**config.mk**
```make
export PLATFORM = sky130hd
export DESIGN_NAME = datapath
export DESIGN_NICKNAME = d
export VERILOG_FILES = /design/src/rtl/k_and_s_pkg.sv /design/src/rtl/ks_alu.sv /design/src/rtl/datapath.sv
export SDC_FILE = /design/constraint.sdc
export NUM_CORES = 1
export LEC_CHECK = 0
export CORE_ASPECT_RATIO = 1.5
export CORE_MARGIN = 4
export CORE_UTILIZATION = 50
export CTS_BUF_LIST = sky130_fd_sc_hd__clkbuf_8
export CTS_CLUSTER_SIZE = 40
export DETAILED_ROUTE_END_ITERATION = 10
export PLACE_DENSITY = 0.8
export SYNTH_ARGS = -nofsm -noshare
export SYNTH_HDL_FRONTEND = slang
export SYNTH_SLANG_ARGS = --single-unit
```
**constraint.sdc**
```tcl
create_clock -name clk -period 4.7 [get_ports clk]
set_input_delay 0.94 -clock clk [delete_from_list [all_inputs] [get_ports clk]]
set_output_delay 0.94 -clock clk [all_outputs]
set_load 0.01 [all_outputs]
```
**src/rtl/k_and_s_pkg.sv**
```systemverilog
// K&S multicycle processor shared definitions.
// Holds the decoded instruction enum, the 8-bit opcode constants,
// the 2-bit ALU operation encodings and the opcode decode helper.
package k_and_s_pkg;

  typedef enum logic [3:0] {
    I_NOP, I_LOAD, I_STORE, I_MOVE, I_ADD, I_SUB, I_AND, I_OR,
    I_BRANCH, I_BZERO, I_BNEG, I_BNZERO, I_BNNEG, I_HALT
  } decoded_instruction_type;

  localparam logic [7:0] OP_LOAD   = 8'h81;
  localparam logic [7:0] OP_STORE  = 8'h82;
  localparam logic [7:0] OP_MOVE   = 8'h91;
  localparam logic [7:0] OP_ADD    = 8'hA1;
  localparam logic [7:0] OP_SUB    = 8'hA2;
  localparam logic [7:0] OP_AND    = 8'hA3;
  localparam logic [7:0] OP_OR     = 8'hA4;
  localparam logic [7:0] OP_BRANCH = 8'h01;
  localparam logic [7:0] OP_BZERO  = 8'h02;
  localparam logic [7:0] OP_BNEG   = 8'h03;
  localparam logic [7:0] OP_BNNEG  = 8'h04;
  localparam logic [7:0] OP_BNZERO = 8'h05;
  localparam logic [7:0] OP_HALT   = 8'hFF;

  localparam logic [1:0] ALU_OR  = 2'b00;
  localparam logic [1:0] ALU_ADD = 2'b01;
  localparam logic [1:0] ALU_SUB = 2'b10;
  localparam logic [1:0] ALU_AND = 2'b11;

  // Unknown opcodes (including 8'h00) fall through to I_NOP.
  function automatic decoded_instruction_type decode_opcode(input logic [7:0] op);
    case (op)
      OP_LOAD:   return I_LOAD;
      OP_STORE:  return I_STORE;
      OP_MOVE:   return I_MOVE;
      OP_ADD:    return I_ADD;
      OP_SUB:    return I_SUB;
      OP_AND:    return I_AND;
      OP_OR:     return I_OR;
      OP_BRANCH: return I_BRANCH;
      OP_BZERO:  return I_BZERO;
      OP_BNEG:   return I_BNEG;
      OP_BNNEG:  return I_BNNEG;
      OP_BNZERO: return I_BNZERO;
      OP_HALT:   return I_HALT;
      default:   return I_NOP;
    endcase
  endfunction

endpackage

```
**src/rtl/ks_alu.sv**
```systemverilog
// Combinational 16-bit ALU of the K&S datapath.
// Ports: i_a, i_b operands; i_operation (OR/ADD/SUB/AND);
//        o_result; o_zero, o_neg, o_unsigned_overflow, o_signed_overflow.
module ks_alu
  import k_and_s_pkg::*;
(
  input  logic [15:0] i_a,
  input  logic [15:0] i_b,
  input  logic [1:0]  i_operation,
  output logic [15:0] o_result,
  output logic        o_zero,
  output logic        o_neg,
  output logic        o_unsigned_overflow,
  output logic        o_signed_overflow
);

  logic [16:0] w_sum;
  logic [16:0] w_diff;

  // The 17th bit is the carry for ADD and the borrow (a < b) for SUB.
  assign w_sum  = {1'b0, i_a} + {1'b0, i_b};
  assign w_diff = {1'b0, i_a} - {1'b0, i_b};

  always_comb begin
    o_result            = 16'h0000;
    o_unsigned_overflow = 1'b0;
    o_signed_overflow   = 1'b0;
    case (i_operation)
      ALU_OR:  o_result = i_a | i_b;
      ALU_AND: o_result = i_a & i_b;
      ALU_ADD: begin
        o_result            = w_sum[15:0];
        o_unsigned_overflow = w_sum[16];
        o_signed_overflow   = (i_a[15] == i_b[15]) && (w_sum[15] != i_a[15]);
      end
      default: begin
        o_result            = w_diff[15:0];
        o_unsigned_overflow = w_diff[16];
        o_signed_overflow   = (i_a[15] != i_b[15]) && (w_diff[15] != i_a[15]);
      end
    endcase
  end

  assign o_zero = (o_result == 16'h0000);
  assign o_neg  = o_result[15];

endmodule

```
**src/rtl/datapath.sv**
```systemverilog
// K&S multicycle processor datapath: PC, IR, 4x16 register file, ALU and
// flag registers, driven by the control unit's per-cycle enables/selects.
// Inputs : clk, rst, branch, pc_enable, ir_enable, write_reg_enable,
//          addr_sel, c_sel, operation[1:0], flags_reg_enable, data_in[15:0].
// Outputs: decoded_instruction, zero_op, neg_op, unsigned_overflow,
//          signed_overflow (registered), ram_addr[4:0], data_out[15:0].
// There is no handshake: every enable takes effect on the edge it is high.
module datapath
  import k_and_s_pkg::*;
(
  input  logic                    clk,
  input  logic                    rst,
  input  logic                    branch,
  input  logic                    pc_enable,
  input  logic                    ir_enable,
  input  logic                    write_reg_enable,
  input  logic                    addr_sel,
  input  logic                    c_sel,
  input  logic [1:0]              operation,
  input  logic                    flags_reg_enable,
  input  logic [15:0]             data_in,
  output decoded_instruction_type decoded_instruction,
  output logic                    zero_op,
  output logic                    neg_op,
  output logic                    unsigned_overflow,
  output logic                    signed_overflow,
  output logic [4:0]              ram_addr,
  output logic [15:0]             data_out
);

  logic [4:0]  r_pc;
  logic [15:0] r_ir;
  logic [15:0] r_regs [0:3];

  decoded_instruction_type w_dec;
  logic [1:0]  w_a_idx, w_b_idx, w_c_idx;
  logic [15:0] w_a, w_b, w_c_data, w_result;
  logic        w_zero, w_neg, w_uovf, w_sovf;
  logic        w_unused;

  // IR bit 7 is not an operand field in any instruction format.
  assign w_unused = r_ir[7];

  assign w_dec               = decode_opcode(r_ir[15:8]);
  assign decoded_instruction = w_dec;

  always_comb begin
    w_a_idx = 2'd0;
    w_b_idx = 2'd0;
    w_c_idx = 2'd0;
    case (w_dec)
      // STORE also routes C to ir[6:5] so a same-cycle write hits the
      // register being stored.
      I_LOAD, I_STORE: begin
        w_a_idx = r_ir[6:5];
        w_c_idx = r_ir[6:5];
      end
      // MOVE reads the source on both ports; control issues OR.
      I_MOVE: begin
        w_c_idx = r_ir[3:2];
        w_a_idx = r_ir[1:0];
        w_b_idx = r_ir[1:0];
      end
      I_ADD, I_SUB, I_AND, I_OR: begin
        w_c_idx = r_ir[5:4];
        w_a_idx = r_ir[3:2];
        w_b_idx = r_ir[1:0];
      end
      default: ;
    endcase
  end

  // No write bypass: reads always see the pre-edge register contents.
  assign w_a      = r_regs[w_a_idx];
  assign w_b      = r_regs[w_b_idx];
  assign data_out = w_a;
  assign ram_addr = addr_sel ? r_ir[4:0] : r_pc;
  assign w_c_data = c_sel ? data_in : w_result;

  ks_alu u_alu (
    .i_a                 (w_a),
    .i_b                 (w_b),
    .i_operation         (operation),
    .o_result            (w_result),
    .o_zero              (w_zero),
    .o_neg               (w_neg),
    .o_unsigned_overflow (w_uovf),
    .o_signed_overflow   (w_sovf)
  );

  always_ff @(posedge clk) begin
    if (rst) begin
      r_pc              <= 5'd0;
      r_ir              <= 16'h0000;
      zero_op           <= 1'b0;
      neg_op            <= 1'b0;
      unsigned_overflow <= 1'b0;
      signed_overflow   <= 1'b0;
      for (int i = 0; i < 4; i++) r_regs[i] <= 16'h0000;
    end else begin
      // 5-bit PC wraps 31 -> 0 naturally.
      if (pc_enable)        r_pc <= branch ? r_ir[4:0] : r_pc + 5'd1;
      if (ir_enable)        r_ir <= data_in;
      if (write_reg_enable) r_regs[w_c_idx] <= w_c_data;
      if (flags_reg_enable) begin
        zero_op           <= w_zero;
        neg_op            <= w_neg;
        unsigned_overflow <= w_uovf;
        signed_overflow   <= w_sovf;
      end
    end
  end

endmodule

```
==> reports/metrics.csv, run 1 <==
stage;metric;value;unit
outcome;status;complete, but fails checks;
outcome;violations;setup timing;
setup_path;r2r-end;r_regs[0][15];
detailed_routing;drtIter0Drc;618;
finish;nNetsFinal;1100;
detailed_routing;drt_wl_total;25300;um
synthesis;synth_edf_count;64;
timing;slew_viol_final;0;
finish;fill_cells;871;
clock_network;cts_tree;done;
synthesis;syn_avg_cell_area;9.16;sq um
global_route;grt_pass1_wl;35900;um
pwr;ir_drop;0.000271;V
global_route;antenna_found_initial;0;
clock_network;cts_inserted_buffers;9;
synthesis;yosysTopAreaCellShare;26.8;%
global_route;grt_pass1_vias;7217;
synthesis;yosysWarnings;0;
hold_path;hp-start;r_pc[1];
setup_path;cp-start-kind;flip-flop;
synthesis;synth_fp_nets;860;
die;core-area;14100;sq um
timing;relSlewSlack;33.7;%
synthesis;netlist_area;7160;sq um
setup_path;critPathArrivalTime;5.20;ns
finish;drive_gt1_share;37.8;%
detailed_routing;wl_per_cell;20.7;um
synthesis;ys_seq_elements;88;
pwr;p_per_area;244;nW/um^2
setup_path;reg2reg_setup_slack;-0.39;ns
setup_path;crit_required;4.81;ns
hold_path;hp-class;flip-flop to flip-flop;
global_route;grtUsageTotal;27.7;%
timing;worstMarginPinSlew;0.992;ns
timing;skew;0.0198;ns
die;die_h;155;um
finish;seq_area;2410;sq um
die;num_rows;53;
detailed_routing;via_count;7531;
synthesis;syn-instance-count;782;
synthesis;seq_area_frac_synth;33.5;%
timing;fin_crit_sh;108;%
clock_network;cts_max_path_buffers;2;
clock_network;clock_tree.root_cell;clkbuf_8;
detailed_routing;postRouteAntennaNets;0;
setup_path;r2r_start;r_ir[14];
timing;rsz0062_at_grt;true;
timing;hold_violations;0;
synthesis;yosysTopAreaCell;edfxtp_1;
synthesis;async_flop_share;0;%
die;dieArea;16300;sq um
detailed_routing;vias_per_cell;6.18;
die;die_w;106;um
place;port_buffers;55;
timing;fin_crit;5.09;ns
setup_path;path_class;flip-flop to flip-flop;
clock_network;clock_sinks;88;
pwr;power;2.54;mW
detailed_routing;first_pass_iters;7;
die;start_util;51.0;%
setup_path;cp_max_fo;8;
synthesis;ys_types;64;
die;ios;56;
place;gp_congestion;0.948;
clock_network;cts_max_level;3;
finish;multi_input_area;5040;sq um
timing;max_freq;0.197;GHz
finish;area_growth;45.4;%
timing;finalSetupViolCount;41;
hold_path;min_to;r_pc[1];
clock_network;clkLatencyLatePin;0.37;ns
flow_run;max_cap_viol_count;0;
detailed_routing;remaining_drc_errors;0;
setup_path;r2r_cells;21;
place;hpwlAfterDp;16500;um
clock_network;holdBufCountCts;0;
timing;whs;0.531;ns
global_route;grt_max_degree;31;
pwr;leakage;4.56;nW
clock_network;clk_pin_slew;0.09;ns
global_route;grt_overflow;0;
timing;layout_setup_ws;-0.387;ns
hold_path;hold_depth;2;
setup_path;end_kind;flip-flop;
synthesis;synthTopCellsByArea;edfxtp_1 27%, mux2i_1 14%, ha_1 8.6%;
synthesis;ys.flop_type;edfxtp_1;
timing;tns;-7.93;ns
finish;antennaDiodeCount;0;
## how the worst max path moves through the flow
stage	start	to	slack, ns	cells after the start
global route	r_ir[14]	zero_op	-0.53	22
global placement	r_ir[14]	r_regs[1][13]	-0.39	22
floorplan	r_ir[14]	r_regs[2][15]	-0.31	23
CTS	r_ir[14]	r_regs[0][14]	-0.22	21
detailed placement	r_ir[14]	r_regs[1][14]	-0.54	21
finish	r_ir[14]	r_regs[0][15]	-0.39	21
## per-stage QoR
step                setup WS (ns)  utilization, %  area [sq um]  instances
detailed placement         -0.545            65.3          9180       1155
finish                     -0.387            74.1         10400       1219
global placement           -0.393            65.3          9180       1155
global route               -0.533            74.1         10400       1219
CTS                        -0.218            71.3         10000       1204
floorplan                  -0.313               -          7270        782
## cell type report
type	instances	area share [%]
Multi-Input combinational cell	585	48.4
Sequential cell	88	23.2
Timing Repair Buffer	271	21.9
Inverter	67	2.44
Tap cell	192	2.31
Clock buffer	9	1.19
Clock inverter	7	0.612
## flip-flops by register name (all words and copies together), names as in the netlist
register	cells
signed_overflow	1
r_regs	64
zero_op	1
neg_op	1
r_pc	5
unsigned_overflow	1
r_ir	15
## cells in the mapped netlist (3+ instances only)
master,n
or3_1,4
a21oi_1,27
o21ai_0,28
a22oi_1,4
a31oi_1,7
mux2i_1,98
inv_1,67
o21bai_1,6
or2_2,4
and3_1,3
o221a_2,4
xor2_1,7
nor3_1,11
nor4_1,7
ha_1,49
dfxtp_1,24
a211o_1,3
nand2_1,35
o22ai_1,12
a221o_1,4
a21o_1,7
nor2b_1,8
nand2b_1,21
o211ai_1,12
xnor2_1,7
nor3b_1,3
a311o_1,3
buf_1,5
a41oi_1,3
a221oi_1,8
nand3_1,9
o21a_1,4
buf_2,9
a22o_1,6
edfxtp_1,64
nor2_1,115
a211oi_1,9
clkbuf_1,24
mux2_2,23
buf_6,3
## kinds of logic after synthesis
logic type / synth area share (%)
AND/OR/NAND/NOR: 15.0
AO/OA/AOI/OAI: 16.3
multiplexers: 17.9
buffers and inverters: 6.34
flip-flops: 33.5
adder cells (fa/ha/maj): 9.12
XOR/XNOR: 1.71
## where the power goes
part           leakage, nW  switching, mW  total, mW  internal [mW]
Sequential           0.867         0.0385      0.915          0.876
Combinational         3.59          0.566       1.11          0.544
Clock                0.104          0.277      0.519          0.242
Total                 4.56          0.881       2.54           1.66
## routing by layer
metal	routed length (um)	global-route usage, %	up-vias
met5	0	0	-
met4	1520	14.4	0
met3	1700	3.76	138
met2	12900	51.7	463
met1	9100	30.0	3628
li1	-	-	3302
## critical path, stage by stage, from the launching register on
cell and delay (ns):
dfxtp_2 0.35, or3_4 0.43, nor4_2 0.25, a31oi_1 0.13, nand2_2 0.15, xor2_2 0.08
buf_4 0.13, buf_4 0.14, a31oi_4 0.18, buf_12 0.15, buf_12 0.14, mux2_2 0.37
ha_1 0.32, inv_1 0.08, nor3_1 0.30, and4_1 0.31, a2111oi_4 0.10, o41ai_2 0.37
o21ai_0 0.20, a211o_1 0.36, mux2i_4 0.20, nor2_1 0.10
## repair_timing
item                       CTS  global route
pin swaps                   44            49
cloned                       1             0
resized for setup           87            71
setup endpoints to repair   48            56
buffers inserted            33            16
## placed cells by master, fill, tap and decap left out, types with 7 or more instances in the layout
master,instances
mux2_4,8
a21oi_2,9
nand3_1,8
nand2_1,31
a21o_1,7
inv_1,58
ha_2,7
o21ai_0,22
nand2b_1,21
dfxtp_2,8
nor2_2,8
ha_4,10
buf_4,202
clkbuf_8,9
a21oi_1,18
clkdlybuf4s50_1,52
buf_6,9
o22ai_1,9
o211ai_1,12
nor2_1,103
inv_2,9
ha_1,32
edfxtp_1,64
dfxtp_1,16
mux2_2,15
nor3_1,7
nor2b_1,7
mux2i_1,90
No activity file was read; power rests on OpenSTA's default activity.
==> run 2: changes to the inputs <==
Settings changed: CORE_ASPECT_RATIO 1.5 to 1.75.
==> run 2 against run 1 <==
Effect of this change: the flow still finishes with violations (setup timing); clock skew fell by 0.012 ns; critical endpoint is now zero_op; first-iteration DRC count decreased by 14%; cell count fell by 3.3%; fmax is 1.8% lower; clock power grew 9.8%; power is 1.7% higher; die area increased by 0.22%; non-clock buffer count down 24; critical path type unchanged; worst hold slack worse by 0.023 ns.
==> reports/metrics.csv, run 2 (synthesis results as in run 1) <==
stage;metric;value;unit
hold_path;hold_depth;2;
timing;relSlewSlack;33.8;%
pwr;clkPwrFrac;22.0;%
global_route;grt_overflow;0;
hold_path;hp-start;r_ir[6];
timing;worstMarginPinSlew;0.990;ns
clock_network;cts_max_level;3;
timing;slew_viol_final;0;
die;dieArea;16400;sq um
place;place_ws;-0.629;ns
die;start_util;51.2;%
finish;reg.largest.list;r_regs (64), r_ir (15), r_pc (5);
finish;drive_gt1_share;36.4;%
global_route;grt_pass1_vias;7296;
global_route;grtUsageTotal;28.3;%
outcome;status;complete, but fails checks;
pwr;p_int;1.71;mW
timing;fin_crit;5.18;ns
timing;rsz0062_at_grt;true;
place;hpwlAfterDp;17200;um
setup_path;cp_max_fo;6;
detailed_routing;remaining_drc_errors;0;
pwr;power_frac_comb;42.6;%
pwr;p_per_area;251;nW/um^2
pwr;ir_drop;0.000235;V
timing;skew;0.00731;ns
finish;layout_commonest_cell;buf_4;
die;die_h;166;um
hold_path;min_to;r_ir[6];
die;num_rows;57;
setup_path;r2r-end;zero_op;
detailed_routing;first_pass_iters;5;
place;placed_area;9070;sq um
setup_path;critPathArrivalTime;5.49;ns
detailed_routing;wl_per_cell;21.0;um
setup_path;crit_path_frequent_cell;nor3_4;
pwr;netSwitchingFraction;33.8;%
timing;finalSetupViolCount;35;
timing;max_freq;0.193;GHz
global_route;antenna_found_initial;0;
setup_path;worst_path_largest_cell_delay;0.44;ns
detailed_routing;vias_per_cell;6.14;
setup_path;path_cells;or3_4 -> nor3_4 -> nand3_1 -> nand3_2 -> xor2_2 -> and3_4 -> or2_4 -> buf_12 -> mux2i_1 -> mux2_4 -> inv_1 -> ha_2 -> a21o_4 -> nor3_4 -> a21oi_4 -> a2111oi_4 -> buf_4 -> nor3_4 -> xnor2_1 -> a211oi_2 -> a31oi_4 -> buf_4 -> nor4_2 -> a21o_1;
finish;largest_reg_flops;64;
global_route;grt_max_degree;31;
setup_path;crit_required;5.01;ns
finish;top_register;r_regs;
die;die_w;98.5;um
clock_network;cts_inserted_buffers;9;
flow_run;max_cap_viol_count;0;
timing;fin_crit_sh;110;%
global_route;grt_pass1_wl;37000;um
clock_network;cts_max_path_buffers;2;
finish;layout_common_cells;175 x buf_4, 108 x nor2_1, 89 x mux2i_1, 64 x edfxtp_1, 61 x inv_1;
timing;whs;0.507;ns
pwr;leakage;4.46;nW
setup_path;path_class;flip-flop to flip-flop;
finish;nNetsFinal;1076;
setup_path;cp-start-kind;flip-flop;
finish;area_growth;44.0;%
setup_path;r2r_cells;24;
detailed_routing;via_count;7240;
finish;antennaDiodeCount;0;
detailed_routing;postRouteAntennaNets;0;
outcome;violations;setup timing;
pwr;power;2.59;mW
clock_network;clkLatencyLatePin;0.36;ns
setup_path;r2r_start;r_ir[12];
clock_network;clock_tree.root_cell;clkbuf_8;
timing;hold_violations;0;
setup_path;slowest_stage;or3_4;
timing;layout_setup_ws;-0.480;ns
setup_path;end_kind;flip-flop;
pwr;seq_power_share;35.4;%
clock_network;cts_tree;done;
detailed_routing;drt_wl_total;24800;um
clock_network;holdBufCountCts;0;
timing;tns;-8.66;ns
pwr;switchingPower;0.875;mW
die;ios;56;
place;gp_congestion;0.957;
hold_path;hp-class;flip-flop to flip-flop;
clock_network;clock_sinks;88;
detailed_routing;drtIter0Drc;529;
die;core-area;14000;sq um
finish;stdcell_area;10300;sq um
place;port_buffers;55;
clock_network;clk_pin_slew;0.09;ns
setup_path;reg2reg_setup_slack;-0.48;ns
## run 2: cell types whose count changed in the layout (fill, tap and decap cells not counted), sizes merged
cell / previous run / this run
buf: 217 / 191
clkinvlp: 0 / 1
clkbuf: 9 / 10
dlygate4sd2: 0 / 2
clkdlybuf4s50: 52 / 51
bufinv: 1 / 2
clkinv: 4 / 1
## run 2: per-stage QoR
step	util [%]	instances
floorplan	-	782
global placement	64.9	1138
detailed placement	64.9	1138
CTS	71.2	1171
global route	73.8	1179
finish	73.8	1179
## run 2: how the worst max path moves through the flow
stage	from	end
after floorplan	r_ir[14]	r_regs[2][15]
final	r_ir[12]	zero_op
after global routing	r_ir[14]	r_regs[0][14]
after global placement	r_ir[8]	r_regs[1][14]
after detailed placement	r_ir[11]	r_regs[0][14]
after CTS	r_ir[14]	r_regs[2][15]
## run 2: timing repair
item | CTS | global route
pin swaps | 55 | 23
resized for setup | 110 | 72
setup buffers | 17 | 7
cloned | 2 | 1
endpoints found under the setup margin | 50 | 61
## run 2: metal layers
metal  share of wire [%]  vias to the layer above  GRT usage (%)
li1                    -                     3238              -
met1                  35                     3457           29.3
met2                  52                      393           52.4
met3                 5.6                      152           3.03
met4                 7.4                        0           18.9
met5                   0                        -              0
## run 2: power by group through the flow
stage | sequential [mW] | clock (mW) | combinational (mW)
floorplan | 0.911 | 0 | 0.493
global placement | 0.922 | 0 | 0.859
detailed placement | 0.925 | 0 | 0.874
CTS | 0.910 | 0.567 | 1.00
global route | 0.918 | 0.604 | 1.17
finish | 0.915 | 0.570 | 1.10
## run 2: final cells by class
cell class / instances / area, sq um
Clock buffer: 9 / 124
Timing Repair Buffer: 247 / 2110
Clock inverter: 6 / 85.1
Sequential cell: 88 / 2420
Multi-Input combinational cell: 585 / 5100
Inverter: 67 / 251
Fill cell: 936 / 3660
Tap cell: 177 / 221
## run 2: critical path, delay by kind of cell (launching register included)
kind | cells | cell delay (ns)
compound gates | 6 | 1.23
buf+inv | 4 | 0.59
flops | 1 | 0.37
fa+ha+maj | 1 | 0.21
mux | 2 | 0.45
simple gates | 9 | 1.94
xor+xnor | 2 | 0.31
==> run 3: changes to the inputs <==
Settings changed: CORE_MARGIN 4 to 3.
==> run 3 against run 2 <==
Effect of this change: the flow still finishes with violations (setup timing); clock power down 20%; via count up 1.6%; critical endpoint unchanged; non-clock buffer count up 7; fmax down 1.1%.
==> reports/metrics.csv, run 3 (synthesis results as in run 1) <==
stage;metric;value;unit
outcome;status;complete, but fails checks;
outcome;violations;setup timing;
timing;hold_violations;0;
pwr;power;2.47;mW
timing;finalSetupViolCount;56;
finish;nNetsFinal;1082;
hold_path;hp-class;flip-flop to flip-flop;
die;die_w;96.5;um
global_route;grtUsageTotal;30.4;%
setup_path;end_kind;flip-flop;
timing;relSlewSlack;32.8;%
detailed_routing;vias_per_cell;6.20;
die;num_rows;57;
die;die_h;164;um
finish;top_register;r_regs;
setup_path;cp_max_fo;6;
global_route;antenna_found_initial;0;
finish;drive_gt1_share;35.4;%
timing;layout_setup_ws;-0.539;ns
setup_path;r2r_start;r_ir[12];
clock_network;cts_tree;done;
clock_network;clk_pin_slew;0.08;ns
finish;largest_reg_flops;64;
setup_path;reg2reg_setup_slack;-0.54;ns
pwr;leakage;4.44;nW
die;dieArea;15900;sq um
detailed_routing;wl_per_cell;21.0;um
timing;fin_crit_sh;111;%
global_route;grt_max_degree;31;
global_route;grt_pass1_vias;7427;
setup_path;r2r_cells;23;
hold_path;hold_depth;2;
timing;skew;0.0116;ns
timing;fin_crit;5.24;ns
flow_run;max_cap_viol_count;0;
detailed_routing;drt_wl_total;24900;um
timing;rsz0062_at_grt;true;
pwr;ir_drop;0.000241;V
die;core-area;14000;sq um
clock_network;clkLatencyLatePin;0.37;ns
clock_network;cts_inserted_buffers;9;
place;place_ws;-0.645;ns
timing;max_freq;0.191;GHz
die;start_util;51.2;%
finish;layout_commonest_cell;buf_4;
clock_network;clock_sinks;88;
pwr;p_per_area;243;nW/um^2
clock_network;cts_max_level;3;
place;gp_congestion;1.03;
finish;multi_input_area;5020;sq um
detailed_routing;remaining_drc_errors;0;
finish;seq_area;2420;sq um
detailed_routing;drtIter0Drc;516;
timing;worstMarginPinSlew;1.01;ns
clock_network;clock_tree.root_cell;clkbuf_8;
setup_path;cp-start-kind;flip-flop;
detailed_routing;first_pass_iters;5;
place;hpwlAfterDp;17300;um
finish;reg.largest.list;r_regs (64), r_ir (15), r_pc (5);
finish;area_growth;42.3;%
timing;slew_viol_final;0;
die;ios;56;
setup_path;crit_required;5.01;ns
finish;fill_cells;948;
finish;layout_common_cells;188 x buf_4, 111 x nor2_1, 88 x mux2i_1, 65 x inv_1, 64 x edfxtp_1;
detailed_routing;via_count;7354;
global_route;grt_overflow;0;
global_route;grt_pass1_wl;36400;um
clock_network;holdBufCountCts;0;
clock_network;cts_max_path_buffers;2;
setup_path;path_class;flip-flop to flip-flop;
timing;tns;-15.19;ns
setup_path;r2r-end;zero_op;
detailed_routing;postRouteAntennaNets;0;
hold_path;min_to;r_pc[1];
setup_path;critPathArrivalTime;5.55;ns
place;port_buffers;55;
hold_path;hp-start;r_pc[1];
finish;antennaDiodeCount;0;
==> run 3: cell count changes in the layout (fill, tap and decap cells not counted), sizes merged <==
cell | previous run | this run
dlymetal6s2s | 2 | 1
bufinv | 2 | 0
or2 | 5 | 4
dlygate4sd2 | 2 | 0
clkdlybuf4s50 | 51 | 53
buf | 191 | 200
clkinv | 1 | 4
inv | 69 | 68
==> run 3: what timing repair did <==
action                     4_1_cts  5_1_grt
setup buffers                   35       10
resized for setup               82       73
setup endpoints to repair       57       74
pin swaps                       55       42
==> run 3: area by class of cell <==
type	count	share of cell area, %
Tap cell	177	2.17
Sequential cell	88	23.8
Multi-Input combinational cell	584	49.3
Clock buffer	10	1.35
Clock inverter	6	0.270
Inverter	67	2.47
Timing Repair Buffer	254	20.7
==> run 3: worst max-delay path, stage by stage, from the launching register on <==
cell and delay (ns):
dfxtp_4 0.37, or3_4 0.44, nor4_4 0.27, a31oi_1 0.08, nand2_1 0.15, xor2_2 0.17, and3_4 0.20, or2_4 0.18
buf_12 0.14, mux2i_4 0.24, mux2_4 0.24, inv_2 0.05, buf_4 0.15, fa_2 0.39, buf_4 0.16, xor2_1 0.13
mux4_2 0.52, nor4_2 0.16, nand3_1 0.20, nor4_2 0.28, buf_4 0.16, nand4_1 0.17, nor4_4 0.18, a21o_1 0.14
==> run 3: per-stage QoR <==
stage	instances	util, %	instance area, sq um	hold slack, ns
after detailed placement	1129	64.5	9010	0.507
after global routing	1186	72.9	10200	0.551
after CTS	1178	70.3	9830	0.519
after global placement	1129	64.5	9010	0.482
final	1186	72.9	10200	0.527
after floorplan	782	-	7270	0.461
==> run 3: metal layers <==
| layer | global-route usage [%] | share of wire [%] | wire length [um] |
|---|---|---|---|
| met1 | 30.7 | 34 | 8380 |
| met2 | 54.9 | 52 | 12900 |
| met3 | 3.99 | 5.8 | 1430 |
| met4 | 22.5 | 8.6 | 2150 |
| met5 | 0 | 0 | 0 |
==> run 3: power by group <==
group / internal, mW / total, mW / switching [mW]
Combinational: 0.534 / 1.10 / 0.567
Clock: 0.198 / 0.456 / 0.258
Sequential: 0.875 / 0.914 / 0.0393
Total: 1.61 / 2.47 / 0.864
==> run 3: worst max-delay path by stage <==
stage | cells after the start | slack (ns) | from | to
2_1_floorplan | 23 | -0.31 | r_ir[14] | r_regs[2][15]
3_3_place_gp | 23 | -0.58 | r_ir[13] | r_regs[2][14]
3_5_place_dp | 21 | -0.64 | r_ir[11] | r_regs[2][14]
4_1_cts | 23 | -0.29 | r_ir[12] | r_regs[0][15]
5_1_grt | 23 | -0.66 | r_ir[12] | zero_op
6_report | 23 | -0.54 | r_ir[12] | zero_op
